==> config.mk <==
export PLATFORM = sky130hd
export DESIGN_NAME = vjtag_reg_bridge
export DESIGN_NICKNAME = d
export VERILOG_FILES = /design/src/rtl/vjtag_bridge_pkg.sv /design/src/rtl/vjtag_reg_bank.sv /design/src/rtl/vjtag_reg_bridge.sv
export SDC_FILE = /design/constraint.sdc
export NUM_CORES = 1
export LEC_CHECK = 0
export CAP_MARGIN = 40
export CELL_PAD_IN_SITES_DETAIL_PLACEMENT = 0
export CELL_PAD_IN_SITES_GLOBAL_PLACEMENT = 1
export CORE_ASPECT_RATIO = 0.75
export CORE_MARGIN = 1
export CORE_UTILIZATION = 47
export CTS_BUF_LIST = sky130_fd_sc_hd__clkbuf_8
export CTS_CLUSTER_DIAMETER = 60
export DETAILED_ROUTE_END_ITERATION = 7
export PLACE_DENSITY = 0.93
export SYNTH_ARGS = -nofsm -noshare
export SYNTH_HDL_FRONTEND = slang
export SYNTH_SLANG_ARGS = --single-unit
==> constraint.sdc <==
create_clock -name tck -period 5.32 [get_ports tck]
set_clock_uncertainty 0.05 [all_clocks]
set_input_delay 0.532 -clock tck [delete_from_list [all_inputs] [get_ports tck]]
set_output_delay 0.532 -clock tck [all_outputs]
set_load 0.03 [all_outputs]
==> src/rtl/vjtag_bridge_pkg.sv <==
// Shared types and header-field helpers for the virtual-JTAG register bridge.
package vjtag_bridge_pkg;

    typedef enum logic [1:0] {
        IDLE     = 2'd0,
        GET_DATA = 2'd1,
        GET_CSUM = 2'd2
    } state_t;

    localparam logic OP_WRITE = 1'b1;
    localparam logic OP_READ  = 1'b0;

    localparam int HDR_OP_BIT  = 7;
    localparam int HDR_RSV_MSB = 6;

    function automatic int addr_w(input int nregs);
        return $clog2(nregs);
    endfunction

    // Reserved bits are everything between the op bit and the address field.
    function automatic logic [7:0] rsv_mask(input int nregs);
        logic [7:0] body;
        body = '0;
        for (int i = 0; i <= HDR_RSV_MSB; i++) begin
            body[i] = 1'b1;
        end
        return body & ~8'(nregs - 1);
    endfunction

endpackage

==> src/rtl/vjtag_reg_bank.sv <==
// NREGS x 8 register file: one write port, combinational read mux, flattened view.
module vjtag_reg_bank
    import vjtag_bridge_pkg::*;
#(
    parameter int         NREGS     = 8,
    parameter logic [7:0] RESET_VAL = 8'h00,
    localparam int        AW        = addr_w(NREGS)
) (
    input  logic                 i_clk,
    input  logic                 i_rst,
    input  logic                 i_we,
    input  logic [AW-1:0]        i_waddr,
    input  logic [7:0]           i_wdata,
    input  logic [AW-1:0]        i_raddr,
    output logic [7:0]           o_rdata,
    output logic [8*NREGS-1:0]   o_flat
);

    logic [7:0] r_regs [NREGS];

    always_ff @(posedge i_clk or posedge i_rst) begin
        if (i_rst) begin
            for (int i = 0; i < NREGS; i++) begin
                r_regs[i] <= RESET_VAL;
            end
        end else if (i_we) begin
            r_regs[i_waddr] <= i_wdata;
        end
    end

    assign o_rdata = r_regs[i_raddr];

    for (genvar g = 0; g < NREGS; g++) begin : g_flat
        assign o_flat[8*g +: 8] = r_regs[g];
    end

endmodule

==> src/rtl/vjtag_reg_bridge.sv <==
// Decodes framed read/write commands from the virtual-JTAG DR shifter into a
// small register bank, with a saturating rejected-frame counter at the top address.
module vjtag_reg_bridge
    import vjtag_bridge_pkg::*;
#(
    parameter int         NREGS     = 8,
    parameter logic [7:0] RESET_VAL = 8'h00,
    parameter logic [7:0] ERR_SAT   = 8'hFF
) (
    input  logic                 tck,
    input  logic                 aclr,
    input  logic [7:0]           rx_byte,
    input  logic                 rx_valid,
    input  logic                 abort,
    output logic [7:0]           tx_byte,
    output logic                 tx_valid,
    output logic [8*NREGS-1:0]   regs_flat,
    output logic                 wr_strobe,
    output logic [2:0]           wr_addr,
    output logic [7:0]           err_cnt,
    output logic                 busy
);

    localparam int            AW          = addr_w(NREGS);
    localparam logic [AW-1:0] STATUS_ADDR = AW'(NREGS - 1);
    localparam logic [7:0]    RSV_MASK    = rsv_mask(NREGS);

    state_t        r_state;
    state_t        w_next_state;
    logic [7:0]    r_hdr;
    logic [7:0]    r_data;
    logic [AW-1:0] r_addr;
    logic [7:0]    r_tx_byte;
    logic          r_tx_valid;
    logic          r_wr_strobe;
    logic [2:0]    r_wr_addr;
    logic [7:0]    r_err_cnt;

    logic          w_accept;
    logic          w_hdr_rsv;
    logic          w_hdr_op;
    logic [AW-1:0] w_hdr_addr;
    logic          w_csum_ok;
    logic          w_rd_req;
    logic          w_latch_hdr;
    logic          w_latch_data;
    logic          w_commit;
    logic          w_err_inc;
    logic          w_bank_we;
    logic [7:0]    w_bank_rdata;
    logic [7:0]    w_rd_data;

    assign w_accept   = rx_valid & ~abort;
    assign w_hdr_rsv  = |(rx_byte & RSV_MASK);
    assign w_hdr_op   = rx_byte[HDR_OP_BIT];
    assign w_hdr_addr = rx_byte[AW-1:0];
    assign w_csum_ok  = (rx_byte == (r_hdr ^ r_data));

    always_ff @(posedge tck or posedge aclr) begin
        if (aclr) begin
            r_state <= IDLE;
        end else begin
            r_state <= w_next_state;
        end
    end

    // Abort beats a coincident byte, so it is tested before rx_valid.
    always_comb begin
        w_next_state = r_state;
        if (abort) begin
            w_next_state = IDLE;
        end else if (rx_valid) begin
            case (r_state)
                IDLE:     if (!w_hdr_rsv && w_hdr_op == OP_WRITE) w_next_state = GET_DATA;
                GET_DATA: w_next_state = GET_CSUM;
                GET_CSUM: w_next_state = IDLE;
                default:  w_next_state = IDLE;
            endcase
        end
    end

    always_comb begin
        w_rd_req     = 1'b0;
        w_latch_hdr  = 1'b0;
        w_latch_data = 1'b0;
        w_commit     = 1'b0;
        w_err_inc    = 1'b0;
        if (w_accept) begin
            case (r_state)
                IDLE: begin
                    if (w_hdr_rsv)                 w_err_inc   = 1'b1;
                    else if (w_hdr_op == OP_READ)  w_rd_req    = 1'b1;
                    else                           w_latch_hdr = 1'b1;
                end
                GET_DATA: w_latch_data = 1'b1;
                GET_CSUM: begin
                    if (w_csum_ok) w_commit  = 1'b1;
                    else           w_err_inc = 1'b1;
                end
                default: ;
            endcase
        end
    end

    assign busy = (r_state != IDLE);

    // The status address is not backed by the bank; writing it only clears err_cnt.
    assign w_bank_we = w_commit && (r_addr != STATUS_ADDR);
    assign w_rd_data = (w_hdr_addr == STATUS_ADDR) ? r_err_cnt : w_bank_rdata;

    always_ff @(posedge tck or posedge aclr) begin
        if (aclr) begin
            r_hdr       <= '0;
            r_data      <= '0;
            r_addr      <= '0;
            r_tx_byte   <= '0;
            r_tx_valid  <= 1'b0;
            r_wr_strobe <= 1'b0;
            r_wr_addr   <= '0;
            r_err_cnt   <= '0;
        end else begin
            r_tx_valid  <= w_rd_req;
            r_wr_strobe <= w_commit;
            if (w_latch_hdr) begin
                r_hdr  <= rx_byte;
                r_addr <= w_hdr_addr;
            end
            if (w_latch_data) begin
                r_data <= rx_byte;
            end
            if (w_rd_req) begin
                r_tx_byte <= w_rd_data;
            end
            if (w_commit) begin
                r_wr_addr <= 3'(r_addr);
            end
            if (w_commit && r_addr == STATUS_ADDR) begin
                r_err_cnt <= '0;
            end else if (w_err_inc && r_err_cnt != ERR_SAT) begin
                r_err_cnt <= r_err_cnt + 8'd1;
            end
        end
    end

    vjtag_reg_bank #(
        .NREGS     (NREGS),
        .RESET_VAL (RESET_VAL)
    ) u_bank (
        .i_clk   (tck),
        .i_rst   (aclr),
        .i_we    (w_bank_we),
        .i_waddr (r_addr),
        .i_wdata (r_data),
        .i_raddr (w_hdr_addr),
        .o_rdata (w_bank_rdata),
        .o_flat  (regs_flat)
    );

    assign tx_byte   = r_tx_byte;
    assign tx_valid  = r_tx_valid;
    assign wr_strobe = r_wr_strobe;
    assign wr_addr   = r_wr_addr;
    assign err_cnt   = r_err_cnt;

endmodule

Word-level counts from Yosys, hierarchy flattened
Index checks and enable logic that the tools add are counted.
{"block": "classes", "eq_ne": 8, "magnitude_cmp": 3, "bitwise_logic": 5, "n_reduce_logical": 12, "muxes": 30, "addsub": 1}
{"cell": "$bwmux W64", "n": 1}
{"cell": "$mux W8", "n": 6}
{"cell": "$bmux W8 S3", "n": 1}
{"cell": "$demux W8 S3", "n": 1}
{"cell": "$mux W1", "n": 16}
{"cell": "$add A8 B1 Y8 const B", "n": 1}
{"cell": "$eq A8 B8 Y1", "n": 1}
{"cell": "$ge A4 B4 Y1 const B", "n": 2}
{"cell": "$ne A8 B8 Y1 const B", "n": 1}
{"cell": "$not A3 Y4", "n": 2}
{"cell": "$xor A8 B8 Y8", "n": 1}
{"cell": "$eq A3 B3 Y1 const B", "n": 2}
{"cell": "$mux W2", "n": 3}
{"cell": "$ne A3 B3 Y1 const B", "n": 2}
{"cell": "$reduce_bool A2 Y1", "n": 3}
{"cell": "$logic_and A1 B1 Y1", "n": 5}
{"cell": "$lt A4 B1 Y1 const B", "n": 1}
{"cell": "$pmux W2 S2", "n": 1}
{"cell": "$reduce_or A4 Y1", "n": 1}
{"cell": "$eq A2 B1 Y1 const B", "n": 1}
{"cell": "$eq A2 B2 Y1 const B", "n": 1}
{"cell": "$logic_not A2 Y1", "n": 1}
{"cell": "$pmux W1 S2", "n": 1}
{"cell": "$reduce_and A2 Y1", "n": 1}
{"cell": "3 further kinds", "n": 3}
{"block": "totals", "reg_bits": 106, "output_inout_bits": 86}

Longest topological paths before layout
Gate-level depths: netlist of the first run.
{"block": "logic_depth", "depth_word": 8, "depth_mapped": 8}

Modules after synthesis
A second synthesis of the first run with hierarchy kept.
{"block": "hier_totals", "cells_unflattened": 341, "hier_area_um2": 5069.9}
{"mod": "vjtag_reg_bank", "cells_each": 173, "n_inst": 1, "area_each_um2": 3009.1}
{"mod": "vjtag_reg_bridge", "cells_each": 168, "n_inst": 1, "area_each_um2": 2060.7}

Least setup slack after synthesis of the first run
No wires, ideal clock.
{"block": "synth_timing", "path_type": "input to register", "from": "in rx_byte[1]", "to": "reg u_bank.r_regs, in the netlist u_bank.o_flat[40]", "path_buffers": 2, "setup_slack_ns": 2.880, "arrival_time_ns": 2.265, "setup_time_ns": 0.125, "required_ns": 5.145, "cell_stages": 7, "cell_sequence": "buf_2 xnor3_2 nand3_2 nor4_4 buf_8 nand4_4 mux2_4"}
{"block": "synth_between", "elab_chain_cells": 5}
{"element": "start, declared", "line_no": "vjtag_reg_bridge.sv:12", "rtl": "input logic [7:0] rx_byte,"}
{"element": "$eq A8 B8 Y1", "line_no": "vjtag_reg_bridge.sv:57", "rtl": "assign w_csum_ok = (rx_byte == (r_hdr ^ r_data));"}
{"element": "$mux W1", "line_no": "vjtag_reg_bridge.sv:97", "rtl": "if (w_csum_ok) w_commit = 1'b1;"}
{"element": "$mux W1", "line_no": "vjtag_reg_bridge.sv:89", "rtl": "case (r_state)"}
{"element": "$mux W1", "line_no": "vjtag_reg_bridge.sv:88", "rtl": "if (w_accept) begin"}
{"element": "$logic_and A1 B1 Y1", "line_no": "vjtag_reg_bridge.sv:108", "rtl": "assign w_bank_we = w_commit && (r_addr != STATUS_ADDR);"}
{"element": "end signal, assigned by index", "line_no": "vjtag_reg_bank.sv:27", "rtl": "r_regs[i_waddr] <= i_wdata;"}
{"element": "end, declared", "line_no": "vjtag_reg_bank.sv:19", "rtl": "logic [7:0] r_regs [NREGS];"}
Every way passes these cells.
A chain may end at the register's enable or synchronous reset.

Worst setup path after layout of the first run
{"block": "layout_timing", "from": "in rx_byte[2]", "to": "reg u_bank.r_regs, in the netlist u_bank.o_flat[51]"}
Same word-level chain as after synthesis.

==> impl_metrics.env, run 1 <==
export IMPL_hold_viol=0
export IMPL_synth_top_family_by_area="multiplexers"
export IMPL_setup_ws_ps=1980
export IMPL_crit_chain="clkdlybuf4s50_1, xor3_1, nor4_4, buf_4, nand3_4, mux2_2"
export IMPL_grtUsageMet1=0.318
export IMPL_synthArstFlopShare=1.00
export IMPL_grt_max_degree=55
export IMPL_cap_violations=0
export IMPL_std_cell_rows=31
export IMPL_crit_fanout=17
export IMPL_fin_nets=427
export IMPL_period_minus_slack_ps=3340
export IMPL_cts_hold_fix_buffers=0
export IMPL_hold_start="u_bank.o_flat[62]"
export IMPL_synth_ff_type="dfrtp_1"
export IMPL_syn_inst=327
export IMPL_grt_pass1_wl_mm=18.2
export IMPL_htreeDepth=3
export IMPL_met3_usage=0.0593
export IMPL_dp_cells=535
export IMPL_startpoint_type="input port"
export IMPL_cts_setup_buffers=0
export IMPL_worstPathRequired_ps=5530
export IMPL_synth_cell_types=45
export IMPL_antenna_left=0
export IMPL_final_max_slew_violation_count=0
export IMPL_dieWidth_um=120
export IMPL_top_usage_layer="met2"
export IMPL_drt_iter0_markers=170
export IMPL_synth_edf_count=0
export IMPL_pin_count=98
export IMPL_clk_pin_slew_worst_paths_ps=110
export IMPL_synth_simple_gate_area_share=0.0980
export IMPL_area_growth_pct=25.6
export IMPL_yosys_area_top_type="dfrtp_1"
export IMPL_ys_ff_latch=103
export IMPL_synth_most_common_cell="dfrtp_1"
export IMPL_hold_class="register to register"
export IMPL_slowest_delay_ps=930
export IMPL_cts_tree="built"
export IMPL_setup_viol=0
export IMPL_diodes=0
export IMPL_yosysWarnings=0
export IMPL_rr_worst_depth=6
export IMPL_synth_fa_ha_area_frac=0.00255
export IMPL_synth_area_leaders="dfrtp_1, mux2_2, mux2_4"
export IMPL_start_util=0.496
export IMPL_synth_compound_area_share=0.0327
export IMPL_hold_path_cell_count=0
export IMPL_cts_buffers=9
export IMPL_post_place_ws_ps=1600
export IMPL_overflow=0
export IMPL_wl_per_cell_um=20.3
export IMPL_rsz0062_at_grt="false"
export IMPL_hold_end="u_bank.o_flat[62]"
export IMPL_coreArea_um2=9890
export IMPL_cp_end_kind="register"
export IMPL_leakagePower_nw=2.90
export IMPL_cts_buffer_depth=2
export IMPL_regToRegStartpoint="r_data[1]"
export IMPL_drt_pass1_iterations=4
export IMPL_peakVddDrop_mv=0.170
export IMPL_synth_top_cell_area_share=0.526
export IMPL_gp_congestion=0.768
export IMPL_port_buffer_count=97
export IMPL_cts_root_buf="clkbuf_8"
export IMPL_die_height_um=90.4
export IMPL_timing_slew_headroom=0.426
export IMPL_status="finished, final reports clean"
export IMPL_power_density_nw_per_um2=255
export IMPL_drc=0
export IMPL_crit_slowest_cell="clkdlybuf4s50_1"
export IMPL_synth_commonest_cells="dfrtp_1, mux2_2, mux2_4, clkbuf_1, mux4_2"
export IMPL_num_vias=3085
export IMPL_syn_num_nets=340
export IMPL_wl_mm=11.2
export IMPL_clock_sinks=103
export IMPL_tightest_slew_ps=855
export IMPL_track_usage=0.223
export IMPL_synthMuxAreaShare=0.271
export IMPL_via_per_inst=5.60
export IMPL_fin_crit_sh=0.628
export IMPL_final_cells=551
export IMPL_path_buf_inv=2
export IMPL_synth_xor_area_frac=0.0378
export IMPL_dieArea_um2=10800
export IMPL_rrSetupSlack_ps=2400
export IMPL_dp_hpwl_mm=7.99
export IMPL_crit_family="buffers and inverters"
export IMPL_worstPathArrival_ps=3550
export IMPL_use_met2=0.342
export IMPL_fmaxAchievable_mhz=299
export IMPL_hold_slack_ps=334
export IMPL_utilization=0.623
export IMPL_drive_gt1_frac=0.282
export IMPL_reg2reg_to="u_bank.o_flat[51]"
export IMPL_ys_seq_area_frac=0.526
export IMPL_syn_area_um2=4900
export IMPL_avgSynthCellArea_um2=15.0
export IMPL_worstSetupPathType="input port to register"
export IMPL_clk_latency_ps=370
export IMPL_grt_pass1_vias=3163
export IMPL_antenna_found_initial=0
export IMPL_cts_resized_gates=0
export IMPL_tns_ps=0
-- registers in the layout (all words and copies together), names as in the netlist --
name,flops
tx_byte,8
tx_valid,1
r_state,2
err_cnt,8
wr_addr,3
u_bank.o_flat,64
r_data,8
wr_strobe,1
r_hdr,8
-- routing by layer --
| metal | wire [um] | up-vias |
|---|---|---|
| met3 | 734 | 8 |
| met1 | 5040 | 1592 |
| met5 | 0 | - |
| met2 | 5310 | 117 |
| li1 | - | 1368 |
| met4 | 80 | 0 |
-- cells in the final DEF (no fill, tap or decap), types with 5 or more instances in the layout --
cell type	count
dfrtp_1	103
nand2_1	12
clkdlybuf4s50_1	97
nand3_1	6
o31ai_1	5
mux4_2	16
a21oi_1	7
clkbuf_8	9
inv_1	5
or4_1	6
mux2_2	41
o21ai_0	9
mux2_4	24
mux2_1	6
mux2i_1	8
and2_1	5
nand4_4	6
buf_4	6
-- worst max path at each step --
stage	startpoint	to	slack (ps)	cells after the start
3_5_place_dp	rx_byte[2]	u_bank.o_flat[51]	1600	6
2_1_floorplan	aclr	err_cnt[0]	2030	1
5_1_grt	rx_byte[2]	u_bank.o_flat[51]	1920	6
6_report	rx_byte[2]	u_bank.o_flat[51]	1980	6
3_3_place_gp	rx_byte[2]	u_bank.o_flat[52]	1710	6
4_1_cts	rx_byte[2]	u_bank.o_flat[51]	1990	6
-- cells by family (layout without fill, tap and decap cells) --
kind of cell | count (synthesis) | in the layout
compound gates | 26 | 26
mux | 95 | 95
xor+xnor | 8 | 8
flops | 103 | 103
fa+ha+maj | 1 | 1
simple gates | 62 | 62
buf+inv | 32 | 124
-- report_power, final --
group | switching (mW) | leakage [nW] | total, mW | internal (mW)
logic | 0.109 | 1.36 | 0.203 | 0.0942
registers | 0.0522 | 1.43 | 0.858 | 0.806
clock network | 0.283 | 0.108 | 0.508 | 0.224
-- stage by stage --
stage / cell area (um2) / power [mW]
2_1_floorplan: 4900 / 0.997
3_3_place_gp: 5950 / 1.07
3_5_place_dp: 5950 / 1.08
4_1_cts: 6160 / 1.58
5_1_grt: 6160 / 1.63
6_report: 6160 / 1.57
-- area by class of cell --
class                   instances  area (um2)
fillers                       736        3730
flip-flops and latches        103        2580
multi-input cells             192        2170
repair buffers                103        1020
well taps                     132         165
clock buffers                   9         124
clock inverters                 7        80.1
inverters                       5        21.3
Note: power is estimated with default switching activity, not from simulation.
==> run 2, diff against run 1 <==
--- a/config.mk
+++ b/config.mk
@@ -10,11 +10,11 @@
 export CELL_PAD_IN_SITES_GLOBAL_PLACEMENT = 1
 export CORE_ASPECT_RATIO = 0.75
 export CORE_MARGIN = 1
-export CORE_UTILIZATION = 47
+export CORE_UTILIZATION = 44
 export CTS_BUF_LIST = sky130_fd_sc_hd__clkbuf_8
 export CTS_CLUSTER_DIAMETER = 60
 export DETAILED_ROUTE_END_ITERATION = 7
-export PLACE_DENSITY = 0.93
+export PLACE_DENSITY = 0.89
 export SYNTH_ARGS = -nofsm -noshare
 export SYNTH_HDL_FRONTEND = slang
 export SYNTH_SLANG_ARGS = --single-unit
==> constraint.sdc (replaced) <==
create_clock -name tck -period 3.5 [get_ports tck]
set_clock_uncertainty 0.05 [all_clocks]
set_input_delay 0.35 -clock tck [delete_from_list [all_inputs] [get_ports tck]]
set_output_delay 0.35 -clock tck [all_outputs]
set_load 0.03 [all_outputs]
==> impl_metrics.env, run 2 (synthesized netlist as in run 1, its figures left out) <==
export IMPL_status="finished, final reports clean"
export IMPL_std_cell_rows=32
export IMPL_clk_pin_slew_worst_paths_ps=100
export IMPL_pin_count=98
export IMPL_power_density_nw_per_um2=373
export IMPL_drt_iter0_markers=193
export IMPL_cts_tree="built"
export IMPL_mostFrequentLayoutCells="dfrtp_1, clkdlybuf4s50_1, mux2_2, mux2_4, mux4_2"
export IMPL_hold_path_cell_count=0
export IMPL_track_usage=0.216
export IMPL_clock_sinks=103
export IMPL_crit_fanout=9
export IMPL_place_area_um2=5980
export IMPL_period_minus_slack_ps=2730
export IMPL_antenna_left=0
export IMPL_mostFrequentLayoutCell="dfrtp_1"
export IMPL_final_max_slew_violation_count=0
export IMPL_htreeDepth=3
export IMPL_drt_pass1_iterations=4
export IMPL_largest_register_ffs=64
export IMPL_rrSetupSlack_ps=770
export IMPL_hold_class="register to register"
export IMPL_coreArea_um2=10600
export IMPL_leakagePower_nw=2.89
export IMPL_area_growth_pct=25.4
export IMPL_wl_per_cell_um=20.6
export IMPL_wl_mm=11.5
export IMPL_overflow=0
export IMPL_crit_start="r_data[2]"
export IMPL_rr_worst_depth=5
export IMPL_cp_end_kind="register"
export IMPL_dieArea_um2=11600
export IMPL_fin_area_um2=6150
export IMPL_dieWidth_um=124
export IMPL_gp_congestion=0.771
export IMPL_num_vias=3088
export IMPL_via_per_inst=5.55
export IMPL_regToRegStartpoint="r_data[2]"
export IMPL_drc=0
export IMPL_cts_resized_gates=0
export IMPL_hold_viol=0
export IMPL_start_util=0.464
export IMPL_antenna_found_initial=0
export IMPL_clk_latency_ps=370
export IMPL_grt_pass1_vias=3081
export IMPL_startpoint_type="register"
export IMPL_worstPathArrival_ps=2940
export IMPL_fin_nets=428
export IMPL_fin_crit_sh=0.781
export IMPL_cap_violations=0
export IMPL_cts_hold_fix_buffers=0
export IMPL_grt_max_degree=61
export IMPL_reg2reg_to="err_cnt[1]"
export IMPL_fmaxAchievable_mhz=366
export IMPL_drive_gt1_frac=0.283
export IMPL_hold_end="u_bank.o_flat[61]"
export IMPL_tns_ps=0
export IMPL_hold_start="u_bank.o_flat[61]"
export IMPL_rsz0062_at_grt="false"
export IMPL_post_place_ws_ps=710
export IMPL_cts_buffers=9
export IMPL_dp_hpwl_mm=8.08
export IMPL_peakVddDrop_mv=0.192
export IMPL_tightest_slew_ps=753
export IMPL_cts_setup_buffers=0
export IMPL_cts_buffer_depth=2
export IMPL_port_buffer_count=97
export IMPL_setup_ws_ps=768
export IMPL_timing_slew_headroom=0.496
export IMPL_setup_viol=0
export IMPL_worstSetupPathType="register to register"
export IMPL_fillers=833
export IMPL_diodes=0
export IMPL_cts_root_buf="clkbuf_8"
export IMPL_worstPathRequired_ps=3710
export IMPL_grt_pass1_wl_mm=18.0
export IMPL_die_height_um=93.4
## run 2: cell count changes in the layout (fill, tap and decap cells not counted)
cell | before | now
bufinv_16 | 1 | 0
buf_12 | 0 | 1
inv_6 | 2 | 3
inv_8 | 1 | 0
clkinv_2 | 0 | 3
clkinv_4 | 2 | 0
## run 2: worst max path at each step
stage,endpoint,cells after the start
6_report,err_cnt[1],5
5_1_grt,err_cnt[1],5
4_1_cts,err_cnt[1],5
3_5_place_dp,tx_byte[5],6
3_3_place_gp,u_bank.o_flat[14],7
2_1_floorplan,err_cnt[0],1
## run 2: layout make-up
| class | instances | area (um2) | area share |
|---|---|---|---|
| clock inverter | 7 | 45.0 | 0.00733 |
| multi-input combinational | 192 | 2170 | 0.354 |
| tap | 136 | 170 | 0.0277 |
| sequential | 103 | 2580 | 0.419 |
| clock buffer | 9 | 124 | 0.0202 |
| timing repair buffer | 104 | 1040 | 0.169 |
| inverter | 5 | 21.3 | 0.00346 |
## run 2: per-layer routing
| metal | global-route usage | wire length (um) | vias up |
|---|---|---|---|
| li1 | - | - | 1373 |
| met1 | 0.329 | 5610 | 1608 |
| met2 | 0.309 | 5100 | 96 |
| met3 | 0.0470 | 602 | 11 |
| met4 | 0.0592 | 161 | 0 |
| met5 | 0 | 0 | - |
## run 2: metrics by stage
step | util | hold WS (ps) | std cells | total power, mW
after floorplan | - | 363 | 327 | 1.52
after global placement | 0.566 | 314 | 540 | 1.64
after detailed placement | 0.566 | 316 | 540 | 1.65
after CTS | 0.582 | 340 | 556 | 2.32
after global routing | 0.582 | 351 | 556 | 2.41
final | 0.582 | 335 | 556 | 2.30
## run 2: worst max-delay path, stage by stage, from the launching register on
cell,delay [ps]
dfrtp_1,600
xor3_1,550
nor4bb_1,330
nand4_1,310
nor3_2,540
o21ba_2,240
## run 2: where the power goes
| group | internal [mW] | leakage [nW] | switching (mW) |
|---|---|---|---|
| clock network | 0.261 | 0.0954 | 0.414 |
| registers | 1.22 | 1.43 | 0.0849 |
| logic | 0.145 | 1.37 | 0.167 |
